`config.mk`:
```
export PLATFORM = sky130hd
export DESIGN_NAME = wb_arbiter_2m
export DESIGN_NICKNAME = d
export VERILOG_FILES = /design/src/rtl/wb_arbiter_2m.sv
export SDC_FILE = /design/constraint.sdc
export NUM_CORES = 1
export LEC_CHECK = 0
export BUFFER_PORTS_ARGS = -buffer_cell sky130_fd_sc_hd__buf_2
export CAP_MARGIN = 0
export CORE_AREA = 2 2 129 131
export DETAILED_ROUTE_END_ITERATION = 12
export DIE_AREA = 0 0 131 133
export PLACE_DENSITY = 0.42
export SYNTH_ARGS = -nofsm -noshare
export SYNTH_HDL_FRONTEND = slang
export SYNTH_SLANG_ARGS = --single-unit
```
`constraint.sdc`:
```
create_clock -name wb_clk_i -period 2.5 [get_ports wb_clk_i]
set_input_delay 0.5 -clock wb_clk_i [delete_from_list [all_inputs] [get_ports wb_clk_i]]
set_output_delay 0.5 -clock wb_clk_i [all_outputs]
set_load 0.03 [all_outputs]
```
`src/rtl/wb_arbiter_2m.sv`:
```
// Two-master Wishbone B4 arbiter: round-robin grant held for a whole cycle,
// with a bus watchdog that terminates a hung transfer with err.
module wb_arbiter_2m #(
    parameter int AW      = 32,
    parameter int DW      = 32,
    parameter int TIMEOUT = 255
) (
    input  logic            wb_clk_i,
    input  logic            wb_rst_i,
    input  logic [AW-1:0]   m0_adr_i,
    input  logic [DW-1:0]   m0_dat_i,
    input  logic [DW/8-1:0] m0_sel_i,
    input  logic            m0_we_i,
    input  logic            m0_cyc_i,
    input  logic            m0_stb_i,
    input  logic [2:0]      m0_cti_i,
    input  logic [1:0]      m0_bte_i,
    output logic [DW-1:0]   m0_dat_o,
    output logic            m0_ack_o,
    output logic            m0_err_o,
    output logic            m0_rty_o,
    input  logic [AW-1:0]   m1_adr_i,
    input  logic [DW-1:0]   m1_dat_i,
    input  logic [DW/8-1:0] m1_sel_i,
    input  logic            m1_we_i,
    input  logic            m1_cyc_i,
    input  logic            m1_stb_i,
    input  logic [2:0]      m1_cti_i,
    input  logic [1:0]      m1_bte_i,
    output logic [DW-1:0]   m1_dat_o,
    output logic            m1_ack_o,
    output logic            m1_err_o,
    output logic            m1_rty_o,
    output logic [AW-1:0]   s_adr_o,
    output logic [DW-1:0]   s_dat_o,
    output logic [DW/8-1:0] s_sel_o,
    output logic            s_we_o,
    output logic            s_cyc_o,
    output logic            s_stb_o,
    output logic [2:0]      s_cti_o,
    output logic [1:0]      s_bte_o,
    input  logic [DW-1:0]   s_dat_i,
    input  logic            s_ack_i,
    input  logic            s_err_i,
    input  logic            s_rty_i,
    output logic [1:0]      gnt_o
);

    localparam int WW = $clog2(TIMEOUT + 1);
    localparam logic [WW-1:0] TO_VAL = WW'(TIMEOUT);

    typedef enum logic [2:0] {S_IDLE, S_GNT0, S_GNT1, S_TOERR, S_DRAIN} state_t;

    state_t        r_state;
    logic          r_last;
    logic [1:0]    r_gnt;
    logic [WW-1:0] r_wdt;

    logic w_gnt0, w_gnt1, w_cur_cyc, w_cur_stb, w_resp, w_toerr;

    assign w_gnt0    = (r_state == S_GNT0);
    assign w_gnt1    = (r_state == S_GNT1);
    assign w_toerr   = (r_state == S_TOERR);
    // r_last names the master that owns GNTx/TOERR/DRAIN
    assign w_cur_cyc = r_last ? m1_cyc_i : m0_cyc_i;
    assign w_cur_stb = r_last ? m1_stb_i : m0_stb_i;
    assign w_resp    = s_ack_i | s_err_i | s_rty_i;

    always_ff @(posedge wb_clk_i or posedge wb_rst_i) begin
        if (wb_rst_i) begin
            r_state <= S_IDLE;
            r_last  <= 1'b1;
            r_gnt   <= 2'b00;
            r_wdt   <= '0;
        end else begin
            case (r_state)
                S_IDLE: begin
                    r_wdt <= '0;
                    if (m0_cyc_i && (!m1_cyc_i || r_last)) begin
                        r_state <= S_GNT0;
                        r_last  <= 1'b0;
                        r_gnt   <= 2'b01;
                    end else if (m1_cyc_i) begin
                        r_state <= S_GNT1;
                        r_last  <= 1'b1;
                        r_gnt   <= 2'b10;
                    end
                end
                S_GNT0, S_GNT1: begin
                    if (!w_cur_cyc) begin
                        r_state <= S_IDLE;
                        r_gnt   <= 2'b00;
                        r_wdt   <= '0;
                    end else if (w_resp) begin
                        r_wdt <= '0;
                    end else if (r_wdt == TO_VAL) begin
                        r_state <= S_TOERR;
                        r_gnt   <= 2'b00;
                        r_wdt   <= '0;
                    end else if (w_cur_stb) begin
                        r_wdt <= r_wdt + WW'(1);
                    end
                end
                S_TOERR: begin
                    r_state <= S_DRAIN;
                    r_wdt   <= '0;
                end
                S_DRAIN: begin
                    if (!w_cur_cyc) begin
                        r_state <= S_IDLE;
                    end
                end
                default: begin
                    r_state <= S_IDLE;
                    r_gnt   <= 2'b00;
                    r_wdt   <= '0;
                end
            endcase
        end
    end

    // Slave port mirrors the granted master; idle outputs are all zero
    always_comb begin
        s_adr_o = '0;
        s_dat_o = '0;
        s_sel_o = '0;
        s_we_o  = 1'b0;
        s_cyc_o = 1'b0;
        s_stb_o = 1'b0;
        s_cti_o = 3'b000;
        s_bte_o = 2'b00;
        if (w_gnt0) begin
            s_adr_o = m0_adr_i;
            s_dat_o = m0_dat_i;
            s_sel_o = m0_sel_i;
            s_we_o  = m0_we_i;
            s_cyc_o = m0_cyc_i;
            s_stb_o = m0_stb_i;
            s_cti_o = m0_cti_i;
            s_bte_o = m0_bte_i;
        end else if (w_gnt1) begin
            s_adr_o = m1_adr_i;
            s_dat_o = m1_dat_i;
            s_sel_o = m1_sel_i;
            s_we_o  = m1_we_i;
            s_cyc_o = m1_cyc_i;
            s_stb_o = m1_stb_i;
            s_cti_o = m1_cti_i;
            s_bte_o = m1_bte_i;
        end
    end

    // Read data is gated during reset so every output is 0 while it is held
    assign m0_dat_o = wb_rst_i ? '0 : s_dat_i;
    assign m1_dat_o = wb_rst_i ? '0 : s_dat_i;

    assign m0_ack_o = w_gnt0 & s_ack_i;
    assign m0_rty_o = w_gnt0 & s_rty_i;
    assign m0_err_o = (w_gnt0 & s_err_i) | (w_toerr & ~r_last);
    assign m1_ack_o = w_gnt1 & s_ack_i;
    assign m1_rty_o = w_gnt1 & s_rty_i;
    assign m1_err_o = (w_gnt1 & s_err_i) | (w_toerr & r_last);

    assign gnt_o = r_gnt;

endmodule

```
==> impl_results.md, run 1 <==
* WS Path Type: flip-flop to output port
* Overall Power at about 4.3 mW
* Cts-stage hold buffer count at 0
* Met3 wirelength from detailed routing at about 1500 microns
* Nets in the synthesized netlist at 458
* Synth Register Bits at 14
* Number of antenna violations at the first check in global routing at 3
* Fmax at approximately 0.43 GHz
* Detailed-router iteration count before antenna repair at 4
* R2R Path Start: r_last$_DFFE_PP1P_
* Congestion Overflow GR at 0
* Basic-gate share of the synthesized area counting and, or, nand and nor cells at a little under a quarter
* Largest family of logic cells by synthesized area: compound AO/OA/AOI/OAI gates
* GRT Overall Usage at between 10% and 20%
* Port Buffer Count at about 340
* Drt first-iter violations at approximately 240
* Cell depth of the worst min-delay path at 2
* Post-Place Cell Area at 3830 sq um
* Count of final setup violators at 0
* Signed area change from the synthesized netlist to the final layout at 85.2%
* Sequential cell area fraction in the yosys report at around 16%
* Average routed wire per standard cell at between 15 and 20 microns
* DRC at 0
* Run status: finished clean
* Die area at approximately 17,000 sq um
* Portion of synthesized cell area occupied by the leading cell type at 31.6%
* Adder-cell share of the synthesized area at less than 1%
* Count of buffers added by post-CTS timing repair for setup at 0
* Initial Util at approximately an eighth
* Area of all placed cells without fillers at 3950 sq um
* Netlist area before placement at between 2000 and 2500 sq um
* Count of cells along the worst register-to-register path at 5
* Share of async-settable or async-resettable flops after synthesis at 100%
* Number of standard cells after synthesis at about 270
* Total number of vias at ~3,300
* Resize count post-CTS at 0
* Core Area at roughly 16,000 sq um
* Unrepaired setup endpoints after global routing: false
* Synthesized area divided by synthesized cell count at between 7 and 8 sq um
* Clk slew on worst S/H paths at approximately 0.050 ns
* FF-to-FF setup slack at just under 0.6 ns
* Fin Clk Skew at ~0.0063 ns
* Standard-cell rows at 47
* Metal2 WL at 6800 microns
* Worst Min Path Start: m0_cyc_i
* Slew Limit Headroom at roughly 61%
* Portion of netlist area occupied by mux cells at between 2 and 2.5%
* CTS Buffer Depth at 2
* Total number of yosys warnings at 0
* Clock buffer count from CTS at 3
* Clock root buffer: sky130_fd_sc_hd__clkbuf_16
* Period utilisation layout at around 94%
* # Max-Cap Violations at 0
* Worst-skew pair later-pin latency at around 0.25 ns
* TritonCTS clock tree: yes
* Post-detail-place hpwl at 11,500 microns
* Number of global-route vias before repair at about 3,100
* Global-route wire length before repair at around 18,000 microns
* Overall routed net length at roughly 14,000 microns
* Cell taking the most area after synthesis: sky130_fd_sc_hd__a22o_1
* Hold path endpoint: r_last$_DFFE_PP1P_
* Via density per instance at ~4.3
* # H-tree levels at 1
* Wire length on met1 at between 5000 and 6000 microns
* Final worst path period need at 2.35 ns
* Maximum resistive drop on vdd at around 0.47 mV
* Count of flip-flops with a built-in enable after synthesis at 0
* Post-layout worst setup margin at between 0.1 and 0.15 ns
* Power per unit of standard cell area at approximately 1100 nW/um^2
* Pin count of the biggest net entering global routing at 79
* Most numerous cell in the Yosys netlist: sky130_fd_sc_hd__a22o_1
* Synth top area cells: sky130_fd_sc_hd__a22o_1 32%, sky130_fd_sc_hd__dfrtp_1 15%, sky130_fd_sc_hd__buf_4 12%, sky130_fd_sc_hd__nor2b_1 9.7%, sky130_fd_sc_hd__clkbuf_1 2.5%
* Class of the tightest hold or removal check: input port to flip-flop
* Worst path cell trace: nand2b_1 -> nor2_4 -> buf_12 -> a22o_1 -> buf_2
* Final estimated routing congestion in global placement at between 0.9 and 1
* IO Pins at between 300 and 400
* Number of fill cells in the layout at roughly 1,800
* Number of pins exceeding their max-slew limit in the final report at 0
* Critical path capture point type: output port
* Slowest CP cell: sky130_fd_sc_hd__dfrtp_1
* Capture point of the worst reg-to-reg path: r_wdt[1]$_DFFE_PP0P_
* Die span in y at 133 microns
* CP arrival at roughly 1.9 ns
* Leakage power total at around 2.3 nW
* Share of the synthesized area in compound gates (AO/OA/AOI/OAI) at between 40% and 50%
* Highest fanout seen on the critical path at just under 70
* Share of post-route cells with drive strength above 1 at between 60% and 70%
* Worst Tran Pin Value at 0.583 ns
* Top_reg_cell synth: sky130_fd_sc_hd__dfrtp_1
* Required time of the critical path at approximately 2.0 ns
* Number of hold violations in the final report at 0
* Die width at about 130 microns
* DR top layer: met5
* Post-detailed-route count of antenna-violating nets at 0
* Worst hold slack across all endpoints at between 0.5 and 0.6 ns
* Delay of the slowest cell on the worst path at between 0.3 and 0.4 ns
* Total Negative Setup Slacks at 0 ns
* Nets at 750
* Top cell types by occurrence after synthesis: 77 x sky130_fd_sc_hd__a22o_1, 33 x sky130_fd_sc_hd__buf_4, 33 x sky130_fd_sc_hd__nor2b_1
* XOR/XNOR Fraction of Synth Area at less than 1%
* Num Clock Sinks at 14
* Worst slack at placement at ~0.28 ns
* Number of unique standard cell types used by synthesis at 42
* Worst setup SP type: flip-flop
[critical path: cells and delay by family (launching register included)]
family / cells / cell delay, ns
and+or+nand+nor: 2 / 0.34
AOI/OAI and AO/OA: 1 / 0.32
DFF: 1 / 0.38
buffers and inverters: 2 / 0.53
[layout by cell type (no fill, tap or decap), drive strengths merged, types with 2 or more instances in the layout]
cell type	count
dfrtp	13
nand3	4
nor2b	33
and3	2
nor3	3
buf	342
inv	4
nor4	2
nand2b	4
a21oi	3
nor3b	2
o2bb2ai	2
a22o	77
a21o	6
nand2	9
a31oi	3
clkbuf	5
nand4	2
mux2i	3
nor2	14
and2	4
o21ai	7
[logic make-up (layout without fill, tap and decap cells)]
kind of cell | count (synthesis) | in the layout
compound gates | 105 | 105
xor+xnor | 1 | 1
fa+ha+maj | 1 | 1
buf+inv | 60 | 351
flops | 14 | 14
mux | 4 | 4
other cells | 0 | 1
simple gates | 83 | 83
[metrics by stage]
step | std cells | utilization (%)
floorplan | 268 | -
global placement | 774 | 23.7
detailed placement | 774 | 23.7
CTS | 778 | 24.2
global route | 779 | 24.4
finish | 780 | 24.4
[cell type report]
| cell class | instances | area, sq um | area share [%] |
|---|---|---|---|
| repair buffers | 343 | 1780 | 45.0 |
| well taps | 220 | 275 | 6.97 |
| inverters | 4 | 15.0 | 0.380 |
| clock buffers | 4 | 88.8 | 2.25 |
| multi-input cells | 194 | 1440 | 36.4 |
| flip-flops and latches | 14 | 353 | 8.94 |
| diodes | 1 | 2.50 | 0.0634 |
[registers in the layout (all words and copies together) (netlist names)]
signal / flops
r_wdt: 8
r_state: 3
gnt_o: 2
r_last: 1
[where the power goes]
part	switching, mW	total [mW]	leakage (nW)	internal (mW)
Combinational	2.45	3.64	2.10	1.19
Clock	0.0989	0.342	0.0442	0.243
Sequential	0.0556	0.335	0.185	0.280
[how the worst max path moves through the flow]
| stage | startpoint | endpoint | slack [ns] | cells past startpoint |
|---|---|---|---|---|
| detailed placement | s_err_i | r_wdt[1]$_DFFE_PP0P_ | 0.28 | 6 |
| floorplan | r_state[2]$_DFFE_PP0P_ | s_adr_o[13] | 0.38 | 6 |
| CTS | r_state[0]$_DFFE_PP0P_ | s_dat_o[11] | 0.08 | 5 |
| global placement | s_err_i | r_wdt[1]$_DFFE_PP0P_ | 0.34 | 6 |
| finish | r_state[2]$_DFFE_PP0P_ | s_dat_o[4] | 0.15 | 5 |
| global route | r_state[2]$_DFFE_PP0P_ | s_dat_o[4] | 0.07 | 5 |
[routing by layer]
metal,vias up,global-route usage (%)
li1,1560,-
met1,1547,17.6
met2,204,23.3
met3,12,3.92
met4,6,0.768
met5,-,0
Power figures use the tool's default switching activity.
==> run 2: changes to the inputs <==
- ABC_AREA: default -> 1
- CORE_AREA: 2 2 129 131 -> 2 2 132 134
- DIE_AREA: 0 0 131 133 -> 0 0 134 136
- PLACE_DENSITY: 0.42 -> 0.44
- RECOVER_POWER: default -> 25
==> run 2 against run 1 <==
Net effect: fmax rose by 3.6%; global-route usage rose by 0.91 points; combinational power rose by 3%; sequential power rose by 1%; cell count rose by 30%; sequential share of layout area fell by 0.85 points; area after synthesis rose by 25%; first-iteration DRC count fell by 9.6%; critical endpoint is now s_dat_o[15]; largest cell class unchanged; highest routed layer unchanged.
==> impl_results.md, run 2 <==
* Run status: finished clean
* Worst-skew pair later-pin latency at between 0.2 and 0.3 ns
* Overall routed net length at 14,200 microns
* # H-tree levels at 1
* IO Pins at 337
* Count of flip-flops with a built-in enable after synthesis at 0
* GRT Overall Usage at 14.5%
* Die width at ~130 microns
* Number of standard cells after synthesis at about 500
* Core Area at between 15,000 and 20,000 sq um
* Largest family of logic cells by synthesized area: simple AND/OR/NAND/NOR gates
* Commonest non-fill, non-tap cell in the layout: sky130_fd_sc_hd__buf_2
* Share of post-route cells with drive strength above 1 at between 40% and 50%
* Num Clock Sinks at 14
* Number of fill cells in the layout at approximately 2,000
* Drt first-iter violations at approximately 220
* Synth Register Bits at 14
* Unrepaired setup endpoints after global routing: false
* Top_reg_cell synth: sky130_fd_sc_hd__dfrtp_1
* Detailed-router iteration count before antenna repair at 6
* Leakage power total at roughly 2.9 nW
* CTS Buffer Depth at 2
* Number of hold violations in the final report at 0
* Synthesized area divided by synthesized cell count at 5.33 sq um
* Number of flip-flops in the largest register at 8
* Dpl cells at 1,006
* Signed area change from the synthesized netlist to the final layout at 63.2%
* Total Negative Setup Slacks at 0 ns
* Share of the synthesized area in compound gates (AO/OA/AOI/OAI) at 16.1%
* Adder-cell share of the synthesized area at less than 1%
* Congestion Overflow GR at 0
* Via density per instance at about 4.0
* Number of pins exceeding their max-slew limit in the final report at 0
* Worst Min Path Start: gnt_o[1]$_DFFE_PP0P_
* Final estimated routing congestion in global placement at 0.814
* Share of async-settable or async-resettable flops after synthesis at 100%
* Fin Clk Skew at around 0.0019 ns
* Most numerous cell in the Yosys netlist: sky130_fd_sc_hd__inv_1
* Number of unique standard cell types used by synthesis at 30
* Cell taking the most area after synthesis: sky130_fd_sc_hd__inv_1
* Post-Place Cell Area at roughly 4300 sq um
* Class of the tightest hold or removal check: flip-flop to flip-flop
* Highest fanout seen on the critical path at 50
* Maximum resistive drop on vdd at approximately 0.65 mV
* TritonCTS clock tree: yes
* Nets in the synthesized netlist at ~690
* DRC at 0
* Netlist area before placement at 2670 sq um
* Total number of yosys warnings at 0
* Count of final setup violators at 0
* Number of global-route vias before repair at ~3,900
* Synth top area cells: sky130_fd_sc_hd__inv_1 18%, sky130_fd_sc_hd__nand3_1 17%, sky130_fd_sc_hd__o21ai_0 14%, sky130_fd_sc_hd__dfrtp_1 12%, sky130_fd_sc_hd__buf_4 9.3%
* Worst Tran Pin Value at roughly 0.66 ns
* CP arrival at ~1.8 ns
* Fmax at 0.441 GHz
* Total number of vias at ~4,100
* Standard-cell rows at 48
* Initial Util at between 10% and 20%
* Area of all placed cells without fillers at roughly 4400 sq um
* Clock root buffer: sky130_fd_sc_hd__clkbuf_16
* Die span in y at 136 microns
* Number of cells in the finished layout apart from fillers at 1,011
* Power per unit of standard cell area at 1020 nW/um^2
* Portion of netlist area occupied by mux cells at 0%
* Period utilisation layout at around nine tenths
* Commonest cells after routing, fill and taps aside: 320 x sky130_fd_sc_hd__buf_2, 127 x sky130_fd_sc_hd__inv_1, 90 x sky130_fd_sc_hd__nand3_1, 74 x sky130_fd_sc_hd__o21ai_0, 53 x sky130_fd_sc_hd__nand2_1
* Critical path launch point: r_state[2]$_DFFE_PP0P_
* XOR/XNOR Fraction of Synth Area at 0.983%
* Clk slew on worst S/H paths at about 0.050 ns
* # Max-Cap Violations at 0
* Worst setup SP type: flip-flop
* Post-detail-place hpwl at about 12,000 microns
* Die area at 18,200 sq um
* Final worst path period need at 2.27 ns
* Port Buffer Count at 336
* R2R Path Start: r_state[2]$_DFFE_PP0P_
* Global-route wire length before repair at approximately 21,000 microns
* WS Path Type: flip-flop to output port
* Critical path capture point type: output port
* Number of antenna violations at the first check in global routing at 3
* Basic-gate share of the synthesized area counting and, or, nand and nor cells at around 37%
* Required time of the critical path at 2.00 ns
* Sequential cell area fraction in the yosys report at around an eighth
* Top cell types by occurrence after synthesis: 127 x sky130_fd_sc_hd__inv_1, 89 x sky130_fd_sc_hd__nand3_1, 73 x sky130_fd_sc_hd__o21ai_0
* Clock buffer count from CTS at 3
* Slew Limit Headroom at ~56%
* Largest reg by FF count: r_wdt
* Average routed wire per standard cell at between 10 and 15 microns
* Nets at a little under 1,000
* Post-detailed-route count of antenna-violating nets at 0
* Portion of synthesized cell area occupied by the leading cell type at roughly 18%
* Pin count of the biggest net entering global routing at just over 80
[run 2: cell count changes after synthesis, moves of 32 or more]
cell                      change
sky130_fd_sc_hd__a22o_1      -77
sky130_fd_sc_hd__inv_1      +123
sky130_fd_sc_hd__nand2_1     +41
sky130_fd_sc_hd__nand3_1     +85
sky130_fd_sc_hd__nor2_1      +32
sky130_fd_sc_hd__nor2b_1     -33
sky130_fd_sc_hd__o21ai_0     +67
[run 2: final timing paths]
check | end | slack (ns) | cells past startpoint
worst max-delay path | s_dat_o[15] | 0.23 | 5
worst min-delay path | gnt_o[1]$_DFFE_PP0P_ | 0.50 | 2
worst max register to register | r_wdt[7]$_DFFE_PP0P_ | 0.47 | 8
worst min register to register | gnt_o[1]$_DFFE_PP0P_ | 0.50 | 2
max in group asynchronous | r_state[0]$_DFFE_PP0P_ | 1.41 | 2
min in group asynchronous | r_wdt[5]$_DFFE_PP0P_ | 0.62 | 2
[run 2: per-stage QoR]
step           hold slack [ns]  power [mW]  utilization (%)  setup WS [ns]
5_1_grt                  0.527        4.76             25.8          0.107
6_report                 0.496        4.44             25.8          0.230
2_1_floorplan            0.468        2.96                -          0.292
4_1_cts                  0.497        4.57             26.2         0.0170
3_3_place_gp             0.484        4.23             25.7          0.278
3_5_place_dp             0.484        4.22             25.7          0.297
[run 2: layout make-up]
cell class | count | area, sq um | share of cell area, %
antenna | 1 | 2.50 | 0.0574
clock buffer | 4 | 88.8 | 2.04
inverter | 129 | 484 | 11.1
multi-input combinational | 297 | 1430 | 32.7
sequential | 14 | 353 | 8.09
tap | 225 | 282 | 6.46
timing repair buffer | 341 | 1720 | 39.5
[run 2: logic make-up after synthesis]
group           after synthesis
simple gates                208
buf+inv                     190
compound gates               85
flops                        14
xor+xnor                      3
fa+ha+maj                     1
[run 2: per-layer routing]
| layer | track usage (%) | part of all wire (%) | vias to the layer above |
|---|---|---|---|
| li1 | - | - | 2082 |
| met1 | 15.1 | 36 | 1753 |
| met2 | 29.1 | 53 | 228 |
| met3 | 3.24 | 8.4 | 14 |
| met4 | 3.61 | 2.2 | 4 |
| met5 | 0 | 0.17 | - |
[run 2: what timing repair did]
action,4_1_cts,5_1_grt
buffers inserted,0,0
hold buffers,0,0
endpoints found under the setup margin,0,1
gates resized for setup,0,1
[run 2: worst max-delay path, cell delays in order, from the launching register on]
cell and delay (ns):
sky130_fd_sc_hd__dfrtp_1 0.45, sky130_fd_sc_hd__inv_2 0.09, sky130_fd_sc_hd__nand3_2 0.06, sky130_fd_sc_hd__buf_4 0.28, sky130_fd_sc_hd__o21ai_0 0.35, sky130_fd_sc_hd__buf_2 0.27
[run 2: power by group]
part | total [mW] | internal (mW) | switching [mW]
Sequential | 0.340 | 0.280 | 0.0596
Combinational | 3.76 | 0.943 | 2.81
Clock | 0.347 | 0.243 | 0.104
==> run 3: changes to the inputs <==
- ABC_AREA: 1 -> default
- CORE_AREA: 2 2 132 134 -> 2 2 131 133
- DIE_AREA: 0 0 134 136 -> 0 0 133 135
- PLACE_DENSITY: 0.44 -> 0.41
- clock period: 2.5 -> 2.7 ns (I/O delays scaled with it)
==> run 3 against run 2 <==
Net effect: cell count fell by 23%; clock power shrank 8.4%; clock-buffer cell count is the same; critical path depth stayed put; core utilization shrank 2.1 points; global-route usage shrank 0.67 points; via count down 19%.
==> impl_results.md, run 3 (synthesis results as in run 1) <==
* Drt first-iter violations at approximately 210
* Via density per instance at about 4.3
* Number of flip-flops in the largest register at 8
* Clk slew on worst S/H paths at ~0.050 ns
* Resize count post-CTS at 0
* Power per unit of standard cell area at approximately 1000 nW/um^2
* Congestion Overflow GR at 0
* Final estimated routing congestion in global placement at ~0.84
* WS Path Type: flip-flop to output port
* Worst-skew pair later-pin latency at 0.25 ns
* Antenna cells at 0
* Critical path launch point: r_state[0]$_DFFE_PP0P_
* Post-layout worst setup margin at about 0.15 ns
* Commonest cells after routing, fill and taps aside: 313 x sky130_fd_sc_hd__buf_2, 77 x sky130_fd_sc_hd__a22o_1, 33 x sky130_fd_sc_hd__nor2b_1, 15 x sky130_fd_sc_hd__clkbuf_2, 13 x sky130_fd_sc_hd__dfrtp_1
* Final cell utilization of the core at 23.7%
* Worst slack at placement at 0.409 ns
* Unrepaired setup endpoints after global routing: false
* Number of hold violations in the final report at 0
* Class of the tightest hold or removal check: flip-flop to flip-flop
* Num Clock Sinks at 14
* Core Area at between 15,000 and 20,000 sq um
* Clock root buffer: sky130_fd_sc_hd__clkbuf_16
* Count of cells along the worst register-to-register path at 5
* Share of post-route cells with drive strength above 1 at ~61%
* Required time of the critical path at around 2.2 ns
* Fin Clk Skew at 0.00489 ns
* FF-to-FF setup slack at approximately 0.33 ns
* Slew Limit Headroom at between 15 and 20%
* Die area at approximately 18,000 sq um
* Leakage power total at 2.28 nW
* Count of buffers added by post-CTS timing repair for setup at 0
* Number of pins exceeding their max-slew limit in the final report at 0
* Worst setup SP type: flip-flop
* # H-tree levels at 1
* Worst Tran Pin Value at between 1 and 1.5 ns
* Post-detailed-route count of antenna-violating nets at 0
* Total number of vias at about 3,300
* Die span in y at roughly 140 microns
* CP arrival at 2.01 ns
* Maximum resistive drop on vdd at roughly 0.36 mV
* Slowest CP cell: sky130_fd_sc_hd__dfrtp_1
* TritonCTS clock tree: yes
* Signed area change from the synthesized netlist to the final layout at 82.6%
* DRC at 0
* Highest fanout seen on the critical path at 34
* Nets at 748
* Post-detail-place hpwl at roughly 12,000 microns
* Capture point of the worst reg-to-reg path: r_wdt[0]$_DFFE_PP0P_
* Count of final setup violators at 0
* CTS Buffer Depth at 2
* Number of fill cells in the layout at 1,853
* Total Negative Setup Slacks at 0 ns
* Crit path to: s_dat_o[6]
* Detailed-router iteration count before antenna repair at 4
* GRT Overall Usage at between 10% and 20%
* IO Pins at ~340
* Fmax at about 0.39 GHz
* Clock buffer count from CTS at 3
* Cell depth of the worst min-delay path at 1
* Number of antenna violations at the first check in global routing at 0
* Period utilisation layout at between 90 and 100%
* Die width at about 130 microns
* Critical path capture point type: output port
* Average routed wire per standard cell at roughly 18 microns
* R2R Path Start: r_last$_DFFE_PP1P_
* Final worst path period need at roughly 2.6 ns
* Delay of the slowest cell on the worst path at between 0.6 and 0.7 ns
* Run status: finished clean
* Standard-cell rows at 47
* Number of global-route vias before repair at 3,089
* Port Buffer Count at 336
* Largest reg by FF count: r_wdt
* Global-route wire length before repair at roughly 19,000 microns
* Cts-stage hold buffer count at 0
* Initial Util at between 10% and 20%
* Overall routed net length at between 10,000 and 15,000 microns
* # Max-Cap Violations at 0
* Commonest non-fill, non-tap cell in the layout: sky130_fd_sc_hd__buf_2
* Pin count of the biggest net entering global routing at 56
* Worst path cell trace: nand2b_1 -> nor2_4 -> buf_4 -> a22o_1 -> buf_2
==> run 3: changes by cell type in the layout (fill, tap and decap cells not counted), moves of 33 or more <==
| cell | delta |
|---|---|
| sky130_fd_sc_hd__inv_1 | -123 |
| sky130_fd_sc_hd__nor2_1 | -36 |
| sky130_fd_sc_hd__nor2b_1 | +33 |
| sky130_fd_sc_hd__a22o_1 | +77 |
| sky130_fd_sc_hd__nand3_1 | -86 |
| sky130_fd_sc_hd__nand2_1 | -44 |
| sky130_fd_sc_hd__o21ai_0 | -68 |
==> run 3: through the flow <==
stage,instance area (sq um),hold slack (ns),power [mW],cells
after global routing,3890,0.565,4.18,777
after CTS,3910,0.532,4.01,777
after global placement,3820,0.518,3.68,773
after detailed placement,3820,0.515,3.68,773
final,3890,0.529,3.97,777
after floorplan,2130,0.488,2.62,268
==> run 3: critical path: cells and delay by family (launching register included) <==
kind | cells | cell delay (ns)
flip-flops | 1 | 0.63
buffers and inverters | 2 | 0.55
AND/OR/NAND/NOR | 2 | 0.38
AO/OA/AOI/OAI | 1 | 0.20
==> run 3: cell type report <==
cell class	count	area (sq um)	area share, %
Inverter	4	15.0	0.386
Timing Repair Buffer	341	1730	44.5
Tap cell	220	275	7.07
Clock buffer	4	88.8	2.28
Sequential cell	14	352	9.03
Multi-Input combinational cell	194	1430	36.7
==> run 3: how the worst min path moves through the flow <==
stage                         start                    to  slack (ns)
2_1_floorplan  r_wdt[4]$_DFFE_PP0P_  r_wdt[4]$_DFFE_PP0P_        0.49
3_3_place_gp   gnt_o[1]$_DFFE_PP0P_  gnt_o[1]$_DFFE_PP0P_        0.52
3_5_place_dp   gnt_o[1]$_DFFE_PP0P_  gnt_o[1]$_DFFE_PP0P_        0.51
4_1_cts        r_wdt[4]$_DFFE_PP0P_  r_wdt[4]$_DFFE_PP0P_        0.53
5_1_grt        r_wdt[4]$_DFFE_PP0P_  r_wdt[4]$_DFFE_PP0P_        0.57
6_report       gnt_o[1]$_DFFE_PP0P_  gnt_o[1]$_DFFE_PP0P_        0.53
==> run 3: report_power, final <==
group / switching [mW] / internal, mW / total (mW)
Clock: 0.0927 / 0.225 / 0.318
Sequential: 0.0732 / 0.255 / 0.328
Combinational: 2.26 / 1.06 / 3.32
Total: 2.43 / 1.54 / 3.97
==> run 3: per-layer routing <==
metal | global-route usage, % | vias up | part of all wire, %
met5 | 0 | - | 0
met4 | 3.17 | 0 | 1.7
met3 | 2.44 | 13 | 8.2
met2 | 23.4 | 183 | 49
met1 | 18.3 | 1559 | 41
li1 | - | 1559 | -
